===== config.mk =====
export PLATFORM = sky130hd
export DESIGN_NAME = lb_debounce_oneshot_flat
export DESIGN_NICKNAME = d
export VERILOG_FILES = /design/src/rtl/lb_debounce_oneshot_if.sv /design/src/rtl/lb_debounce_oneshot.sv /design/src/flat_wrapper.sv
export SDC_FILE = /design/constraint.sdc
export NUM_CORES = 1
export LEC_CHECK = 0
export ABC_AREA = 1
export BUFFER_PORTS_ARGS = -buffer_cell sky130_fd_sc_hd__buf_2
export CORE_ASPECT_RATIO = 0.6
export CORE_MARGIN = 2
export CORE_UTILIZATION = 55
export DETAILED_ROUTE_END_ITERATION = 16
export PLACE_DENSITY = 0.79
export SETUP_SLACK_MARGIN = 0.15
export SLEW_MARGIN = 10
export SYNTH_ARGS = -nofsm -noshare
export SYNTH_HDL_FRONTEND = slang
export SYNTH_SLANG_ARGS = --single-unit

===== constraint.sdc =====
create_clock -name clk -period 2 [get_ports clk]
set_input_delay 0.1 -clock clk [delete_from_list [all_inputs] [get_ports clk]]
set_output_delay 0.1 -clock clk [all_outputs]
set_load 0.02 [all_outputs]

===== src/rtl/lb_debounce_oneshot_if.sv =====
// Raw button input and conditioned outputs of lb_debounce_oneshot.
interface lb_debounce_oneshot_if;
  logic btn_in;
  logic db_level;
  logic db_rise;
  logic db_fall;
  logic busy;

  modport master (
    output btn_in,
    input  db_level,
    input  db_rise,
    input  db_fall,
    input  busy
  );

  modport slave (
    input  btn_in,
    output db_level,
    output db_rise,
    output db_fall,
    output busy
  );
endinterface


===== src/rtl/lb_debounce_oneshot.sv =====
// Push-button conditioner: 2-flop synchroniser, counter-based debounce FSM,
// registered level plus single-cycle rise/fall pulses.
module lb_debounce_oneshot #(
  parameter int unsigned CNT_W        = 20,
  parameter int unsigned DEBOUNCE_CNT = 1_000_000
) (
  input logic                   clk,
  input logic                   reset,
  lb_debounce_oneshot_if.slave  bus
);

  typedef enum logic [1:0] {
    IDLE_LO = 2'd0,
    WAIT_HI = 2'd1,
    IDLE_HI = 2'd2,
    WAIT_LO = 2'd3
  } state_e;

  localparam logic [CNT_W-1:0] CNT_LAST = CNT_W'(DEBOUNCE_CNT - 1);

  logic             sync0_q, sync1_q;
  state_e           state_q, state_d;
  logic [CNT_W-1:0] cnt_q, cnt_d;
  logic             level_q, level_d;
  logic             rise_q, rise_d;
  logic             fall_q, fall_d;
  logic             busy_q, busy_d;

  always_ff @(posedge clk or posedge reset) begin
    if (reset) begin
      sync0_q <= 1'b0;
      sync1_q <= 1'b0;
    end else begin
      sync0_q <= bus.btn_in;
      sync1_q <= sync0_q;
    end
  end

  always_ff @(posedge clk or posedge reset) begin
    if (reset) begin
      state_q <= IDLE_LO;
      cnt_q   <= '0;
      level_q <= 1'b0;
      rise_q  <= 1'b0;
      fall_q  <= 1'b0;
      busy_q  <= 1'b0;
    end else begin
      state_q <= state_d;
      cnt_q   <= cnt_d;
      level_q <= level_d;
      rise_q  <= rise_d;
      fall_q  <= fall_d;
      busy_q  <= busy_d;
    end
  end

  // busy is registered from the next state so it lines up with the WAIT states.
  always_comb begin
    state_d = state_q;
    cnt_d   = cnt_q;
    level_d = level_q;
    rise_d  = 1'b0;
    fall_d  = 1'b0;
    case (state_q)
      IDLE_LO: begin
        if (sync1_q) begin
          state_d = WAIT_HI;
          cnt_d   = '0;
        end
      end
      WAIT_HI: begin
        if (!sync1_q) begin
          state_d = IDLE_LO;
          cnt_d   = '0;
        end else if (cnt_q == CNT_LAST) begin
          state_d = IDLE_HI;
          cnt_d   = '0;
          level_d = 1'b1;
          rise_d  = 1'b1;
        end else begin
          cnt_d = cnt_q + 1'b1;
        end
      end
      IDLE_HI: begin
        if (!sync1_q) begin
          state_d = WAIT_LO;
          cnt_d   = '0;
        end
      end
      WAIT_LO: begin
        if (sync1_q) begin
          state_d = IDLE_HI;
          cnt_d   = '0;
        end else if (cnt_q == CNT_LAST) begin
          state_d = IDLE_LO;
          cnt_d   = '0;
          level_d = 1'b0;
          fall_d  = 1'b1;
        end else begin
          cnt_d = cnt_q + 1'b1;
        end
      end
      default: begin
        state_d = IDLE_LO;
        cnt_d   = '0;
      end
    endcase
    busy_d = (state_d == WAIT_HI) || (state_d == WAIT_LO);
  end

  assign bus.db_level = level_q;
  assign bus.db_rise  = rise_q;
  assign bus.db_fall  = fall_q;
  assign bus.busy     = busy_q;

endmodule


===== src/flat_wrapper.sv =====
// flat-port wrapper written by rule: the top's interface ports become plain ports
module lb_debounce_oneshot_flat 
#(
  parameter int unsigned CNT_W        = 20,
  parameter int unsigned DEBOUNCE_CNT = 1_000_000
)
  (clk, reset, bus_btn_in, bus_db_level, bus_db_rise, bus_db_fall, bus_busy);
  lb_debounce_oneshot_if bus_i ();
  input logic clk;
  input logic reset;
  input wire logic [$bits(bus_i.btn_in)-1:0] bus_btn_in;
  output wire logic [$bits(bus_i.db_level)-1:0] bus_db_level;
  output wire logic [$bits(bus_i.db_rise)-1:0] bus_db_rise;
  output wire logic [$bits(bus_i.db_fall)-1:0] bus_db_fall;
  output wire logic [$bits(bus_i.busy)-1:0] bus_busy;
  assign bus_i.btn_in = bus_btn_in;
  assign bus_db_level = bus_i.db_level;
  assign bus_db_rise = bus_i.db_rise;
  assign bus_db_fall = bus_i.db_fall;
  assign bus_busy = bus_i.busy;
  lb_debounce_oneshot #(.CNT_W(CNT_W), .DEBOUNCE_CNT(DEBOUNCE_CNT)) u_core (.clk(clk), .reset(reset), .bus(bus_i));
endmodule

==> flow_summary.yaml, run 1 <==
worst_setup_path:
  cp-start-kind: "flip-flop"
  path_max_fanout: 10
  endpoint_kind: "flip-flop"
  cp.arrival_ps: 1760
  path_class: "flip-flop to flip-flop"
  ff2ff_setup_slack_ps: 400
  critical_path_required_ps: 2160
drt:
  wl_um: 3186
  drc: 0
  via_per_inst: 5.355
  wl_per_cell_um: 13.00
  drt_iter0_drc: 158
  vias: 1312
  ant_nets: 0
  dr.pass1.iters: 5
synth:
  synth_area_um2: 1549
  syn-num-nets: 205
  yosys-top-cells-count: "nand2_1 (44), nor2_1 (35), dfrtp_1 (27)"
  synth_cells: 201
  synth_seq_cells: 27
  yosys-top-cells-area: "dfrtp_1 (44%), nand2_1 (11%), nor2_1 (8.5%)"
  synthDistinctLibCells: 29
  postSynthAreaPerCell_um2: 7.706
  ys_seq_area_share_pct: 43.62
  synth_top_area_share_pct: 43.62
  ys_async_sr_fraction_pct: 100.0
  ys_warn_count: 0
  synth.most_common_cell: "nand2_1"
  synth_edf_count: 0
  synthFlopType: "dfrtp_1"
  yosysTopAreaCell: "dfrtp_1"
global_route:
  gr-max-usage-layer: "met1"
  gr-usage-met1_pct: 33.67
  grt_pass1_wl_um: 5278
  grt_overflow: 0
  grt_usage_pct: 21.64
  grt_util_met2_pct: 30.28
  met3_usage_pct: 6.250
  first_global_vias: 1123
  grt_max_degree: 28
  antenna_found_initial: 0
cts:
  cts_buffers: 3
  clockRootBuffer: "clkbuf_8"
  clk_path_buf_depth: 2
  post_cts_buffers: 0
  path_clk_slew_ps: 90
  htree_levels: 1
  clkLatencyLatePin_ps: 270
  clkSinkCount: 27
  hold_buffers: 2
  cts_resized: 0
  cts_tree: "done"
power:
  vdd_ir_drop_max_mv: 0.3772
  finalPower_w: 0.0009199
  leakage_nw: 0.8105
  powerDensity_nw_per_um2: 546.2
floorplan:
  core_area_um2: 2592
  fp.dieW_um: 72.51
  initial_utilization_pct: 59.75
  io_pins: 7
  fp.dieArea_um2: 3271
  num_rows: 14
  die_h_um: 45.11
sta:
  finalSetupTns_ps: 0
  grt_setup_unrepaired: "no"
  slew_headroom_pct: 78.32
  finalSetupViolCount: 0
  period_share_pct: 79.98
  finalHoldViolCount: 0
  min_period_ps: 1600
  slew_viol_final: 0
  clock_skew_ps: 6.581
  worstMarginPinSlew_ps: 325.2
  max_freq_mhz: 625.2
  worst_slack_ps: 400.4
placement:
  place_ws_ps: 431.4
  place.gp.congestion: 0.9788
  dpl.hpwl_um: 2430
  port_buffers: 6
final_layout:
  syn_to_final_growth_pct: 8.724
  diodes: 0
  fin_util_pct: 64.96
  num-nets-final: 218
  drive_gt1_share_pct: 15.96
job:
  cap_violations: 0
worst_hold_path:
  min_path_type: "flip-flop to flip-flop"
run_status:
  status: "finished, final reports clean"
[placed cells by master (no fill, tap or decap)]
master	n
a21boi_1	1
a21oi_1	1
a31oi_1	1
buf_2	6
buf_4	1
clkbuf_1	1
clkbuf_8	3
clkinv_1	1
clkinv_2	1
dfrtp_1	27
dlygate4sd3_1	2
ha_1	1
inv_1	23
inv_2	4
inv_4	1
nand2_1	44
nand2_2	5
nand2_4	3
nand3_1	11
nand3_2	3
nand4_1	11
nor2_1	35
nor2_2	2
nor2_4	4
nor2_8	1
nor3_1	2
nor4_1	2
o21ai_0	7
o21ai_1	2
o21bai_1	1
or2_0	1
xnor2_1	2
xor2_1	3
[critical path, stage by stage, from the launching register on]
cell and delay [ps]:
dfrtp_1 390, ha_1 240, nand3_2 140, nor2_4 180
nand3_1 140, nand2_2 120, nand2_4 110, inv_4 110
nor2_1 50
[power breakdown]
group / leakage [nW] / switching (W) / internal, W / total (W)
Combinational: 0.419 / 0.0000421 / 0.0000170 / 0.0000591
Clock: 0.0228 / 0.000160 / 0.000143 / 0.000303
Sequential: 0.369 / 0.00000632 / 0.000552 / 0.000558
Total: 0.810 / 0.000208 / 0.000712 / 0.000920
[sequential cells by signal, indices dropped and copies added (netlist names)]
register / cells
u_core.sync0_q: 1
u_core.cnt_q: 20
u_core.bus.db_fall: 1
u_core.sync1_q: 1
u_core.bus.db_level: 1
u_core.state_q: 2
u_core.bus.db_rise: 1
[layer usage]
metal  share of wire [%]  up-vias
met4                0.35        0
met3                 8.5        2
met5                   0        -
met1                  51      599
met2                  40       46
li1                    -      665
[stage by stage]
| step | cells | cell area, um^2 | hold WS [ps] |
|---|---|---|---|
| 6_report | 245 | 1684 | 358.2 |
| 5_1_grt | 245 | 1684 | 367.0 |
| 4_1_cts | 245 | 1684 | 361.1 |
| 3_5_place_dp | 239 | 1619 | 175.6 |
| 3_3_place_gp | 239 | 1619 | 163.8 |
| 2_1_floorplan | 201 | 1549 | 131.4 |
[worst paths after layout]
path                                             start                     endpoint  cells past startpoint
hold reg to reg               u_core.sync0_q$_DFF_PP0_     u_core.sync1_q$_DFF_PP0_                      0
min in group asynchronous                        reset  u_core.cnt_q[9]$_DFFE_PP0P_                      4
setup reg to reg           u_core.cnt_q[0]$_DFFE_PP0P_  u_core.cnt_q[7]$_DFFE_PP0P_                      8
setup / recovery           u_core.cnt_q[0]$_DFFE_PP0P_  u_core.cnt_q[7]$_DFFE_PP0P_                      8
hold / removal                u_core.sync0_q$_DFF_PP0_     u_core.sync1_q$_DFF_PP0_                      0
max in group asynchronous                        reset  u_core.cnt_q[1]$_DFFE_PP0P_                      4
[kinds of logic (layout without fill, tap and decap cells)]
kind of cell    after synthesis  in the layout  share of synthesized area [%]
simple gates                124            124                          40.15
buf+inv                      31             43                          7.996
compound gates               13             13                          4.604
flops                        27             27                          43.62
xor+xnor                      5              5                          2.828
fa+ha+maj                     1              1                         0.8076
[area by class of cell]
cell class                 instances  area [um^2]
inverter                          30        116.4
clock buffer                       4        45.04
timing repair buffer               9        57.56
tap                               32        40.04
fill                             205        908.4
sequential                        27        675.6
multi-input combinational        143        749.5
(Power assumes the default switching activity.)
==> run 2: changes to the inputs <==
--- a/config.mk
+++ b/config.mk
@@ -9,9 +9,9 @@
 export BUFFER_PORTS_ARGS = -buffer_cell sky130_fd_sc_hd__buf_2
 export CORE_ASPECT_RATIO = 0.6
 export CORE_MARGIN = 2
-export CORE_UTILIZATION = 55
+export CORE_UTILIZATION = 54
 export DETAILED_ROUTE_END_ITERATION = 16
-export PLACE_DENSITY = 0.79
+export PLACE_DENSITY = 0.81
 export SETUP_SLACK_MARGIN = 0.15
 export SLEW_MARGIN = 10
 export SYNTH_ARGS = -nofsm -noshare
==> constraint.sdc (replaced) <==
create_clock -name clk -period 1.4 [get_ports clk]
set_input_delay 0.07 -clock clk [delete_from_list [all_inputs] [get_ports clk]]
set_output_delay 0.07 -clock clk [all_outputs]
set_load 0.02 [all_outputs]
==> run 2 against run 1 <==
- the flow now finishes with violations (negative setup slack)
- core utilization rose by 16 points
- register-to-register slack worse by 560 ps
- clock power grew 46%
- via count up 34%
- die area rose by 1.7%
- highest routed layer unchanged
==> flow_summary.yaml, run 2 (synthesis results as in run 1) <==
drt:
  drt_iter0_drc: 276
  vias: 1756
  wl_per_cell_um: 19.02
  dr.pass1.iters: 7
  ant_nets: 0
  drc: 0
  via_per_inst: 6.317
  wl_um: 5288
final_layout:
  fin_cells: 278
  most-common-layout-cells: "nand2_1 (38), buf_4 (29), nor2_1 (25), dfrtp_1 (25), inv_1 (20)"
  fin_util_pct: 80.63
  largest_reg_flops: 20
  drive_gt1_share_pct: 38.62
  syn_to_final_growth_pct: 35.86
  final_common_cell: "nand2_1"
  largest_register: "u_core.cnt_q"
  diodes: 0
  fin_area_um2: 2105
  num-nets-final: 251
  top_regs: "u_core.cnt_q (20), u_core.state_q (2)"
floorplan:
  fp.dieW_um: 73.15
  core_area_um2: 2610
  fp.dieArea_um2: 3327
  io_pins: 7
  die_h_um: 45.49
  initial_utilization_pct: 59.35
  num_rows: 14
cts:
  cts_tree: "done"
  clkLatencyLatePin_ps: 280
  clockRootBuffer: "clkbuf_8"
  htree_levels: 1
  path_clk_slew_ps: 90
  clk_path_buf_depth: 2
  cts_buffers: 3
  clkSinkCount: 27
global_route:
  grt_pass1_wl_um: 7631
  grt_overflow: 0
  first_global_vias: 1542
  grt_max_degree: 28
  grt_usage_pct: 31.79
  antenna_found_initial: 0
job:
  cap_violations: 0
power:
  finalPower_w: 0.001406
  leakage_nw: 0.9839
  powerDensity_nw_per_um2: 668.3
  vdd_ir_drop_max_mv: 0.5950
worst_setup_path:
  endpoint_kind: "flip-flop"
  cpMostUsedCell: "buf_6"
  cp.arrival_ps: 1730
  cpPeakStageDelay_ps: 370
  worst_path_max_delay_cell: "dfrtp_1"
  path_max_fanout: 2
  crit_chain: "ha_2 -> nand3_4 -> buf_4 -> buf_6 -> buf_6 -> buf_6 -> nor2_4 -> o21ai_1 -> nand2_1 -> inv_1"
  critical_path_required_ps: 1580
  cp-start-kind: "flip-flop"
  path_class: "flip-flop to flip-flop"
sta:
  finalSetupTns_ps: -2025
  finalSetupViolCount: 21
  slew_viol_final: 0
  worst_slack_ps: -157.8
  finalHoldViolCount: 0
  min_period_ps: 1558
  slew_headroom_pct: 77.51
  max_freq_mhz: 641.9
  worstMarginPinSlew_ps: 337.3
  grt_setup_unrepaired: "yes"
  period_share_pct: 111.3
  clock_skew_ps: 2.154
placement:
  place_area_um2: 1759
  placed_cells: 256
  place.gp.congestion: 0.9665
  dpl.hpwl_um: 3061
  port_buffers: 6
run_status:
  violations: "negative setup slack"
  status: "finished with violations"
worst_hold_path:
  min_path_type: "input port to async pin"
[run 2: changes by cell type in the layout (fill, tap and decap cells not counted), moves of 3 or more]
cell / delta
buf_4: +28
nor2_1: -10
nor2_2: +7
nand2_1: -6
nand2_4: +4
o21ai_0: -4
o21ai_1: +4
buf_6: +3
inv_1: -3
inv_2: +3
nand3_1: -3
nor2_4: +3
[run 2: final timing paths]
kind                                        startpoint                           end  slack [ps]  cells past startpoint
setup / recovery           u_core.cnt_q[0]$_DFFE_PP0P_   u_core.cnt_q[4]$_DFFE_PP0P_        -160                     10
hold / removal                                   reset  u_core.bus.db_fall$_DFF_PP0_         390                      4
setup reg to reg           u_core.cnt_q[0]$_DFFE_PP0P_   u_core.cnt_q[4]$_DFFE_PP0P_        -160                     10
hold reg to reg               u_core.sync0_q$_DFF_PP0_      u_core.sync1_q$_DFF_PP0_         400                      0
max in group asynchronous                        reset   u_core.cnt_q[3]$_DFFE_PP0P_         740                      4
min in group clk              u_core.sync0_q$_DFF_PP0_      u_core.sync1_q$_DFF_PP0_         400                      0
[run 2: area by class of cell]
class                   count  area (um^2)
fillers                   141        505.5
clock buffers               4        45.04
flip-flops and latches     27        678.2
repair buffers             41        321.6
well taps                  32        40.04
inverters                  30        126.4
multi-input cells         144        893.4
[run 2: what timing repair did]
action / 4_1_cts / 5_1_grt
endpoints found under the hold margin: 28 / 0
resized for setup: 26 / 19
setup endpoints to repair: 24 / 25
gates cloned: 1 / 0
pin swaps: 6 / 5
hold buffers: 2 / 0
setup buffers: 7 / 8
[run 2: power by group]
part           internal, W  leakage (nW)  switching (W)  total (W)
registers         0.000789         0.366     0.00000851   0.000797
logic            0.0000647         0.596       0.000103   0.000168
clock network     0.000204        0.0228       0.000237   0.000441
[run 2: critical path, delay by kind of cell (launching register included)]
family / cells / cell delay (ps)
buffers and inverters: 5 / 520
flip-flops: 1 / 370
AO/OA/AOI/OAI: 1 / 60
adder cells (fa/ha/maj): 1 / 220
AND/OR/NAND/NOR: 3 / 280
[run 2: layer usage]
layer | vias up | GRT usage [%] | wire length (um)
met5 | - | 0 | 0
met4 | 0 | 10.74 | 336
met3 | 64 | 8.628 | 683
met2 | 165 | 51.35 | 2318
met1 | 793 | 42.02 | 1949
li1 | 734 | - | -
[run 2: through the flow]
| step | hold slack, ps | setup WS (ps) |
|---|---|---|
| detailed placement | 146.7 | -39.52 |
| global route | 408.5 | -200.6 |
| floorplan | 101.4 | 51.45 |
| CTS | 374.1 | -35.43 |
| finish | 390.6 | -157.8 |
| global placement | 137.1 | 21.90 |
